==> src/rtl/uart_rx_os16.sv <==
// 16x-oversampling 8N1 UART receiver driven by an external oversample strobe.
// Start is qualified at mid-bit; data bits and the stop bit are sampled at mid-bit.
module uart_rx_os16 #(
  parameter int DATA_BITS = 8,
  parameter int OS_RATE   = 16
) (
  input  logic                 clk_50m,
  input  logic                 rst,
  input  logic                 rxclk_en,
  input  logic                 rx,
  input  logic                 rdy_clr,
  output logic [DATA_BITS-1:0] data,
  output logic                 rdy,
  output logic                 frame_err,
  output logic                 overrun
);

  localparam int              SW     = $clog2(OS_RATE);
  localparam logic [SW-1:0]   S_HALF = SW'(OS_RATE/2 - 1);
  localparam logic [SW-1:0]   S_LAST = SW'(OS_RATE - 1);
  localparam logic [2:0]      B_LAST = 3'(DATA_BITS - 1);

  typedef enum logic [1:0] {IDLE, START, DATA, STOP} state_t;

  state_t                 state, state_nx;
  logic                   rx_s1, rx_s2;
  logic [SW-1:0]          sample, sample_nx;
  logic [2:0]             bitpos, bitpos_nx;
  logic [DATA_BITS-1:0]   shreg, shreg_nx;
  logic                   byte_ok, byte_bad;

  always_ff @(posedge clk_50m) begin
    if (rst) state <= IDLE;
    else     state <= state_nx;
  end

  always_comb begin
    state_nx  = state;
    sample_nx = sample;
    bitpos_nx = bitpos;
    shreg_nx  = shreg;
    byte_ok   = 1'b0;
    byte_bad  = 1'b0;
    if (rxclk_en) begin
      case (state)
        IDLE: begin
          if (!rx_s2) begin
            state_nx  = START;
            sample_nx = '0;
          end
        end
        START: begin
          sample_nx = sample + 1'b1;
          // Line still low at mid start bit: real start, else a glitch.
          if (sample == S_HALF) begin
            sample_nx = '0;
            bitpos_nx = '0;
            state_nx  = rx_s2 ? IDLE : DATA;
          end
        end
        DATA: begin
          sample_nx = sample + 1'b1;
          if (sample == S_LAST) begin
            shreg_nx[bitpos] = rx_s2;
            bitpos_nx        = bitpos + 1'b1;
            if (bitpos == B_LAST) state_nx = STOP;
          end
        end
        STOP: begin
          sample_nx = sample + 1'b1;
          // Leave at mid stop bit so a back-to-back start edge is not missed.
          if (sample == S_LAST) begin
            state_nx = IDLE;
            byte_ok  = rx_s2;
            byte_bad = !rx_s2;
          end
        end
        default: state_nx = IDLE;
      endcase
    end
  end

  always_ff @(posedge clk_50m) begin
    if (rst) begin
      rx_s1     <= 1'b1;
      rx_s2     <= 1'b1;
      sample    <= '0;
      bitpos    <= '0;
      shreg     <= '0;
      data      <= '0;
      rdy       <= 1'b0;
      frame_err <= 1'b0;
      overrun   <= 1'b0;
    end else begin
      rx_s1  <= rx;
      rx_s2  <= rx_s1;
      sample <= sample_nx;
      bitpos <= bitpos_nx;
      shreg  <= shreg_nx;
      if (byte_ok) data <= shreg;
      // A set event in the same cycle as rdy_clr wins.
      rdy       <= byte_ok | (rdy & ~rdy_clr);
      overrun   <= (byte_ok & rdy) | (overrun & ~rdy_clr);
      frame_err <= byte_bad | (frame_err & ~rdy_clr);
    end
  end

endmodule

==> config.mk <==
export PLATFORM = sky130hd
export DESIGN_NAME = uart_rx_os16
export DESIGN_NICKNAME = d
export VERILOG_FILES = /design/src/rtl/uart_rx_os16.sv
export SDC_FILE = /design/constraint.sdc
export NUM_CORES = 1
export LEC_CHECK = 0
export ABC_AREA = 0
export CORE_ASPECT_RATIO = 1.4
export CORE_MARGIN = 2
export CORE_UTILIZATION = 55
export DETAILED_ROUTE_END_ITERATION = 12
export GPL_ROUTABILITY_DRIVEN = 0
export HOLD_SLACK_MARGIN = 0.08
export MAX_ROUTING_LAYER = met4
export PLACE_DENSITY = 0.78
export SLEW_MARGIN = 40
export SYNTH_ARGS = -nofsm -noshare
export SYNTH_HDL_FRONTEND = slang
export SYNTH_SLANG_ARGS = --single-unit
==> constraint.sdc <==
create_clock -name clk_50m -period 3.2 [get_ports clk_50m]
set_input_delay 0.48 -clock clk_50m [delete_from_list [all_inputs] [get_ports clk_50m]]
set_output_delay 0.48 -clock clk_50m [all_outputs]
set_load 0.01 [all_outputs]
# Yosys cells after proc, flatten, opt, wreduce, memory -nomap -nowiden
# Cells that the tools add are included.
# totals
ff_bits	30
latchBits	0
mem_bits_rw	0
rom_bits	0
input_bits	5
word_cells	64
mem_count	0
# classes
n_addsub	2
n_mul	0
div	0
magnitude_cmp	2
eq_ne	11
shifts	0
n_mux	22
bitwise_logic	8
reduce_logical	9
# op_table
cell	n
2-to-1 mux 2 bit	6
one-hot mux 4 bit (3 select lines)	1
inequality test 2 bit (second input constant)	5
bitwise mux 8 bit	1
2-to-1 mux 4 bit	2
one-hot mux 2 bit (4 select lines)	1
2-to-1 mux 1 bit	7
2-to-1 mux 3 bit	2
one-hot mux 3 bit (2 select lines)	1
AND reduction 6 bit	1
adder 4 x 1 -> 4 bit (second input constant)	1
bitwise AND 1 bit	4
== test 2 bit (second input constant)	2
== test 4 x 3 -> 1 bit (second input constant)	1
== test 4 bit (second input constant)	1
less-than comparator 3 x 4 -> 1 bit (second input constant)	1
AND reduction 4 bit	1
adder 3 x 1 -> 3 bit (second input constant)	1
demux 1 bit (select 3 bit)	1
== test 3 bit (second input constant)	1
greater-or-equal comparator 3 x 1 -> 1 bit (second input constant)	1
OR 1 bit	3
AND reduction 3 bit	1
== test 2 x 1 -> 1 bit (second input constant)	1
7 further kinds	7

# Longest topological paths before layout
# Gate-level depths: netlist of the first run.
# logic_depth
depth_word	6
depth_mapped	5

# Worst setup path before layout of the first run
# Ideal clock, no wire load.
# synth_timing
path_type	register -> register
startpoint	reg sample[0]
endpoint	reg data[0]
setup_time_ns	0.119
t_arrival_ns	1.288
required_time_ns	3.081
slack_ns	1.792
path_stages_with_launch	6
cell_sequence	dfxtp_1 -> ha_1 -> nand4_1 -> or3_1 -> buf_6 -> mux2i_1
# synth_via
elab_chain_len	4
# synth_lines
item	line_no	rtl
start: declaration	27	logic [SW-1:0] sample, sample_nx;
start signal: assignment	97	sample <= sample_nx;
== test 4 bit	72	if (sample == S_LAST) begin
2-to-1 mux 1 bit	72	
2-to-1 mux 1 bit	45	case (state)
2-to-1 mux 1 bit	44	if (rxclk_en) begin
end signal: assignment	100	if (byte_ok) data <= shreg;
end: declaration	12	output logic [DATA_BITS-1:0] data,
# No other way between the ends.
# A chain may end at the register's enable or synchronous reset.

# Final worst setup path of the first run
# layout_timing
startpoint	in rxclk_en
endpoint	reg data[6]
# layout_via
elab_chain_len	1
# layout_lines
item	line_no	rtl
start: declaration	9	input logic rxclk_en,
2-to-1 mux 1 bit	44	
# No other way between the ends.

==> results of run 1 <==
[power by group through the flow]
| stage | clock [mW] | combinational (mW) | sequential (mW) |
|---|---|---|---|
| finish | 0.237 | 0.0290 | 0.379 |
| CTS | 0.241 | 0.0292 | 0.379 |
| floorplan | 0 | 0.0215 | 0.386 |
| detailed placement | 0 | 0.0292 | 0.388 |
| global route | 0.257 | 0.0316 | 0.380 |
| global placement | 0 | 0.0276 | 0.388 |
[worst paths after layout]
| kind | end | depth (start not counted) |
|---|---|---|
| max reg2reg | data[6]$_SDFFE_PP0P_ | 4 |
| min reg2reg | rx_s2$_SDFF_PP1_ | 1 |
| min | rx_s2$_SDFF_PP1_ | 1 |
| max | data[6]$_SDFFE_PP0P_ | 4 |
[layout make-up]
cell class / count / area [µm²]
Multi-Input combinational cell: 104 / 751
Clock inverter: 1 / 5.00
Tap cell: 34 / 42.5
Sequential cell: 30 / 601
Inverter: 5 / 18.8
Timing Repair Buffer: 16 / 158
Clock buffer: 7 / 55.1
Fill cell: 204 / 787
[per-stage QoR]
step	power (mW)	hold slack [ns]	area, µm²	util	setup WS, ns
after global routing	0.669	0.441	1630	0.674	1.34
after global placement	0.416	0.392	1570	0.650	1.11
after floorplan	0.407	0.389	1420	-	1.79
final	0.646	0.420	1630	0.674	1.43
after CTS	0.650	0.428	1630	0.674	1.44
after detailed placement	0.417	0.405	1570	0.650	1.07
[worst reg2reg max path, delay by kind of cell (launching register included)]
kind                     cells  cell delay, ns
AND/OR/NAND/NOR              2            0.75
flip-flops                   1            0.38
adder cells (fa/ha/maj)      1            0.29
multiplexers                 1            0.20
[routing by layer]
metal  track usage  wire, µm  vias up
li1              -         -      554
met5             -         0        -
met4         0.118        97        0
met3        0.0791        88       10
met1         0.228      1100      527
met2         0.360      1460       17
[sequential cells by signal, summed over array words and instances, names as in the netlist, 3 cells and up, named ones only]
register / flops
data: 8
shreg: 8
sample: 4
bitpos: 3
[synth_stat cells (all sizes together) (3+ instances only)]
cell,number,area (µm²)
dfxtp,30,601
nand2b,22,138
mux2i,19,190
buf,6,35.0
nand4,6,37.5
inv,5,18.8
a21oi,4,20.0
clkbuf,4,15.0
nand3,4,20.0
nor2,4,15.0
o21a,4,30.0
o21ai,4,20.0
a31oi,3,18.8
ha,3,37.5
nand2,3,11.3
nand3b,3,22.5
nor2b,3,18.8
[logic make-up after synthesis]
logic type	share of synthesized area
compound gates	0.109
mux	0.134
simple gates	0.253
buf+inv	0.0485
xor+xnor	0.00617
flops	0.423
fa+ha+maj	0.0264
==> results_dict.tcl, run 1 <==
set metrics [dict create \
    status "complete, no violations" \
    synth_seq_area_share 0.423 \
    final_common_cell "dfxtp_1" \
    cts.path.max_buffers 2 \
    hp-class "reg -> reg" \
    worst_path_largest_cell_delay_ns 0.58 \
    tightest_slew_ns 0.596 \
    leakagePower_nw 0.664 \
    cts-resized-gates 0 \
    p_sw_frac 0.230 \
    synth_edf_count 0 \
    wl_um 2750 \
    htree_num_levels 2 \
    critPathKind "in -> reg" \
    grt_setup_unrepaired "no" \
    crit_family "simple AND/OR/NAND/NOR gates" \
    placement_rows 21 \
    syn_nets 157 \
    grt_overflow_total 0 \
    timing.final.max_slew_violations 0 \
    ys.flop_type "dfxtp_1" \
    finalCriticalPeriod_ns 1.77 \
    r2r-start "sample[0]$_SDFFE_PP0P_" \
    timing.fmax_mhz 565 \
    maxCapViolCount 0 \
    synth-seq-cells 30 \
    cts_buffers 5 \
    fin_worst_skew_ns 0.00932 \
    crit_start "rxclk_en" \
    cts_hold_buf 0 \
    critical_path.endpoint_type "register" \
    critPathBufInv 1 \
    drt_iter0_markers 18 \
    routed_via_density 5.62 \
    die_x_um 46.9 \
    wl_per_cell_um 14.0 \
    irDropWorstVdd_uv 286 \
    relSlewSlack 0.601 \
    crit_required_ns 3.41 \
    initial_core_util 0.587 \
    vias 1108 \
    power_switching_mw 0.149 \
    intPower_mw 0.497 \
    drtAntennaViolNets 0 \
    cp-start-kind "input pin" \
    root_buffer "clkbuf_4" \
    grt_max_degree 21 \
    grt_usage 0.224 \
    ios 16 \
    cp_slowest_cell "or3_1" \
    p_comb_frac 0.045 \
    min-delay-start "rx_s1$_SDFF_PP1_" \
    grt_pass1_vias 1071 \
    syn_avg_cell_area_um2 9.53 \
    ff2ff_setup_slack_ns 1.45 \
    dr.pass1.iters 4 \
    instances_no_fill 197 \
    die_h_um 64.1 \
    grt_antenna_before_repair 0 \
    seqPwrFrac 0.588 \
    grt_pass1_wl_um 4640 \
    drc 0 \
    setup_viol 0 \
    placed_cells 189 \
    async_reset_ff_frac 0 \
    syn2layout_area_growth_pct 14.8 \
    powerDensity_mw_per_mm2 396 \
    tns_ns 0 \
    pwr-share-clk 0.368 \
    dpl.hpwl_um 2000 \
    dieArea_mm2 0.00301 \
    post-cts-setup-buffer-count 0 \
    crit_path_cell_trace "clkdlybuf4s50_1 > nand4_1 > or3_1 > mux2i_1" \
    nets 170 \
    syn_area_mm2 0.00142 \
    cts_tree "done" \
    period_share 0.553 \
    hold_violations 0 \
    port_buffers 15 \
    final_cell_mix "30 x dfxtp_1, 22 x nand2b_1, 19 x mux2i_1, 15 x clkdlybuf4s50_1, 6 x nand4_1" \
    crit_fanout 10 \
    yosys_warnings 0 \
    yosysUniqueCellTypes 36 \
    antenna_cells 0 \
    clk_pin_slew_ns 0.09 \
    clk_latency_ns 0.34 \
    coreArea_mm2 0.00242 \
    drive_gt1_frac 0.0736 \
    cts_sinks 30 \
    postSynthCellCount 149 \
    critPathArrivalTime_ns 1.98 \
]
Power figures use the tool's default switching activity.
==> run 2: changes to the inputs <==
--- a/config.mk
+++ b/config.mk
@@ -8,12 +8,12 @@
 export ABC_AREA = 0
 export CORE_ASPECT_RATIO = 1.4
 export CORE_MARGIN = 2
-export CORE_UTILIZATION = 55
+export CORE_UTILIZATION = 49
 export DETAILED_ROUTE_END_ITERATION = 12
 export GPL_ROUTABILITY_DRIVEN = 0
 export HOLD_SLACK_MARGIN = 0.08
 export MAX_ROUTING_LAYER = met4
-export PLACE_DENSITY = 0.78
+export PLACE_DENSITY = 0.74
 export SLEW_MARGIN = 40
 export SYNTH_ARGS = -nofsm -noshare
 export SYNTH_HDL_FRONTEND = slang
==> constraint.sdc (replaced) <==
create_clock -name clk_50m -period 1.5 [get_ports clk_50m]
set_input_delay 0.225 -clock clk_50m [delete_from_list [all_inputs] [get_ports clk_50m]]
set_output_delay 0.225 -clock clk_50m [all_outputs]
set_load 0.01 [all_outputs]
==> results_dict.tcl, run 2 (synthesis gave the netlist of run 1 again) <==
set metrics [dict create \
    drc 0 \
    critical_path_depth 5 \
    cp-start-kind "register" \
    grt_pass1_wl_um 4990 \
    maxCapViolCount 0 \
    final_cell_area_mm2 0.00177 \
    top_regs "data: 8 flops, shreg: 8 flops, sample: 4 flops" \
    critPathArrivalTime_ns 1.59 \
    grt_usage 0.204 \
    worst_path_largest_cell_delay_ns 0.37 \
    ios 16 \
    worst_slack_ns 0.0674 \
    hold_depth 1 \
    p_comb_frac 0.047 \
    critPathBufInv 1 \
    root_buffer "clkbuf_8" \
    cp_slowest_cell "dfxtp_2" \
    grt_antenna_before_repair 0 \
    wl_um 2890 \
    htree_num_levels 2 \
    cts_tree "done" \
    tns_ns 0 \
    critical_path.endpoint_type "register" \
    initial_core_util 0.504 \
    coreArea_mm2 0.00282 \
    clk_latency_ns 0.28 \
    hp-class "reg -> reg" \
    timing.fmax_mhz 698 \
    place_area_mm2 0.00166 \
    final_cell_mix "27 x dfxtp_1, 22 x nand2b_1, 19 x mux2i_1, 15 x clkdlybuf4s50_1, 13 x buf_4" \
    hold_violations 0 \
    grt_max_degree 26 \
    pre_cts_ws_ns -0.213 \
    total_power_mw 1.54 \
    die_h_um 67.7 \
    relSlewSlack 0.793 \
    grt_pass1_vias 1146 \
    hold_slack_ns 0.414 \
    placed_cells 204 \
    final_common_cell "dfxtp_1" \
    p_sw_frac 0.213 \
    port_buffers 15 \
    crit_required_ns 1.66 \
    drtAntennaViolNets 0 \
    period_share 0.955 \
    leakagePower_nw 0.736 \
    cts_buffers 5 \
    nets 182 \
    power_switching_mw 0.328 \
    antenna_cells 0 \
    placement_rows 23 \
    clk_pin_slew_ns 0.06 \
    instances_no_fill 212 \
    finalCriticalPeriod_ns 1.43 \
    die_x_um 49.5 \
    crit_path_cell_trace "ha_4 > nand4_1 > or3_1 > buf_4 > mux2i_1" \
    status "complete, no violations" \
    dr.pass1.iters 4 \
    cts_sinks 30 \
    cts.path.max_buffers 2 \
    pwr-share-clk 0.427 \
    grt_overflow_total 0 \
    setup_viol 0 \
    intPower_mw 1.21 \
    drive_gt1_frac 0.160 \
    nFillCells 270 \
    crit_fanout 10 \
    grt_setup_unrepaired "no" \
    dieArea_mm2 0.00335 \
    drt_iter0_markers 30 \
    critPathKind "reg -> reg" \
    seqPwrFrac 0.526 \
    crit_family "simple AND/OR/NAND/NOR gates" \
    fin_worst_skew_ns 0.00622 \
    final_util 0.628 \
    post-cts-setup-buffer-count 0 \
    powerDensity_mw_per_mm2 870 \
    vias 1137 \
    routed_via_density 5.36 \
    irDropWorstVdd_uv 549 \
    timing.final.max_slew_violations 0 \
    reg2reg_depth 5 \
    wl_per_cell_um 13.6 \
    tightest_slew_ns 0.307 \
    syn2layout_area_growth_pct 24.8 \
    dpl.hpwl_um 2120 \
]
run 2: layer usage:
| layer | global-route usage | vias to the layer above | part of all wire |
|---|---|---|---|
| li1 | - | 579 | - |
| met3 | 0.0531 | 9 | 0.031 |
| met1 | 0.193 | 526 | 0.39 |
| met4 | 0.101 | 0 | 0.027 |
| met5 | - | - | 0 |
| met2 | 0.383 | 23 | 0.55 |
run 2: worst register-to-register path, delay by kind of cell (launching register included):
family | cells | cell delay (ns)
adders and majority gates | 1 | 0.17
buffers and inverters | 1 | 0.20
DFF | 1 | 0.37
muxes | 1 | 0.13
and+or+nand+nor | 2 | 0.46
run 2: repair_timing:
item,4_1_cts,5_1_grt
gates cloned,0,0
hold buffers,0,0
pin swaps,1,0
endpoints found under the setup margin,10,13
resized for setup,2,3
run 2: area by class of cell:
type,count,area (µm²),area share
inverters,5,18.8,0.0106
clock inverters,1,5.00,0.00282
repair buffers,28,248,0.140
clock buffers,7,86.3,0.0487
well taps,37,46.3,0.0261
flip-flops and latches,30,604,0.341
multi-input cells,104,763,0.431
run 2: path summary, 6_finish.rpt:
path                               start                    to  slack [ns]
setup / recovery  sample[1]$_SDFFE_PP0P_  data[5]$_SDFFE_PP0P_        0.07
hold / removal          rx_s1$_SDFF_PP1_      rx_s2$_SDFF_PP1_        0.41
setup reg to reg  sample[1]$_SDFFE_PP0P_  data[5]$_SDFFE_PP0P_        0.07
hold reg to reg         rx_s1$_SDFF_PP1_      rx_s2$_SDFF_PP1_        0.41
run 2: power groups by stage:
stage	logic [mW]	clock network [mW]	registers, mW
after floorplan	0.0458	0	0.823
after global placement	0.0698	0	0.827
after detailed placement	0.0733	0	0.827
after CTS	0.0735	0.676	0.810
after global routing	0.0805	0.714	0.811
final	0.0732	0.657	0.811
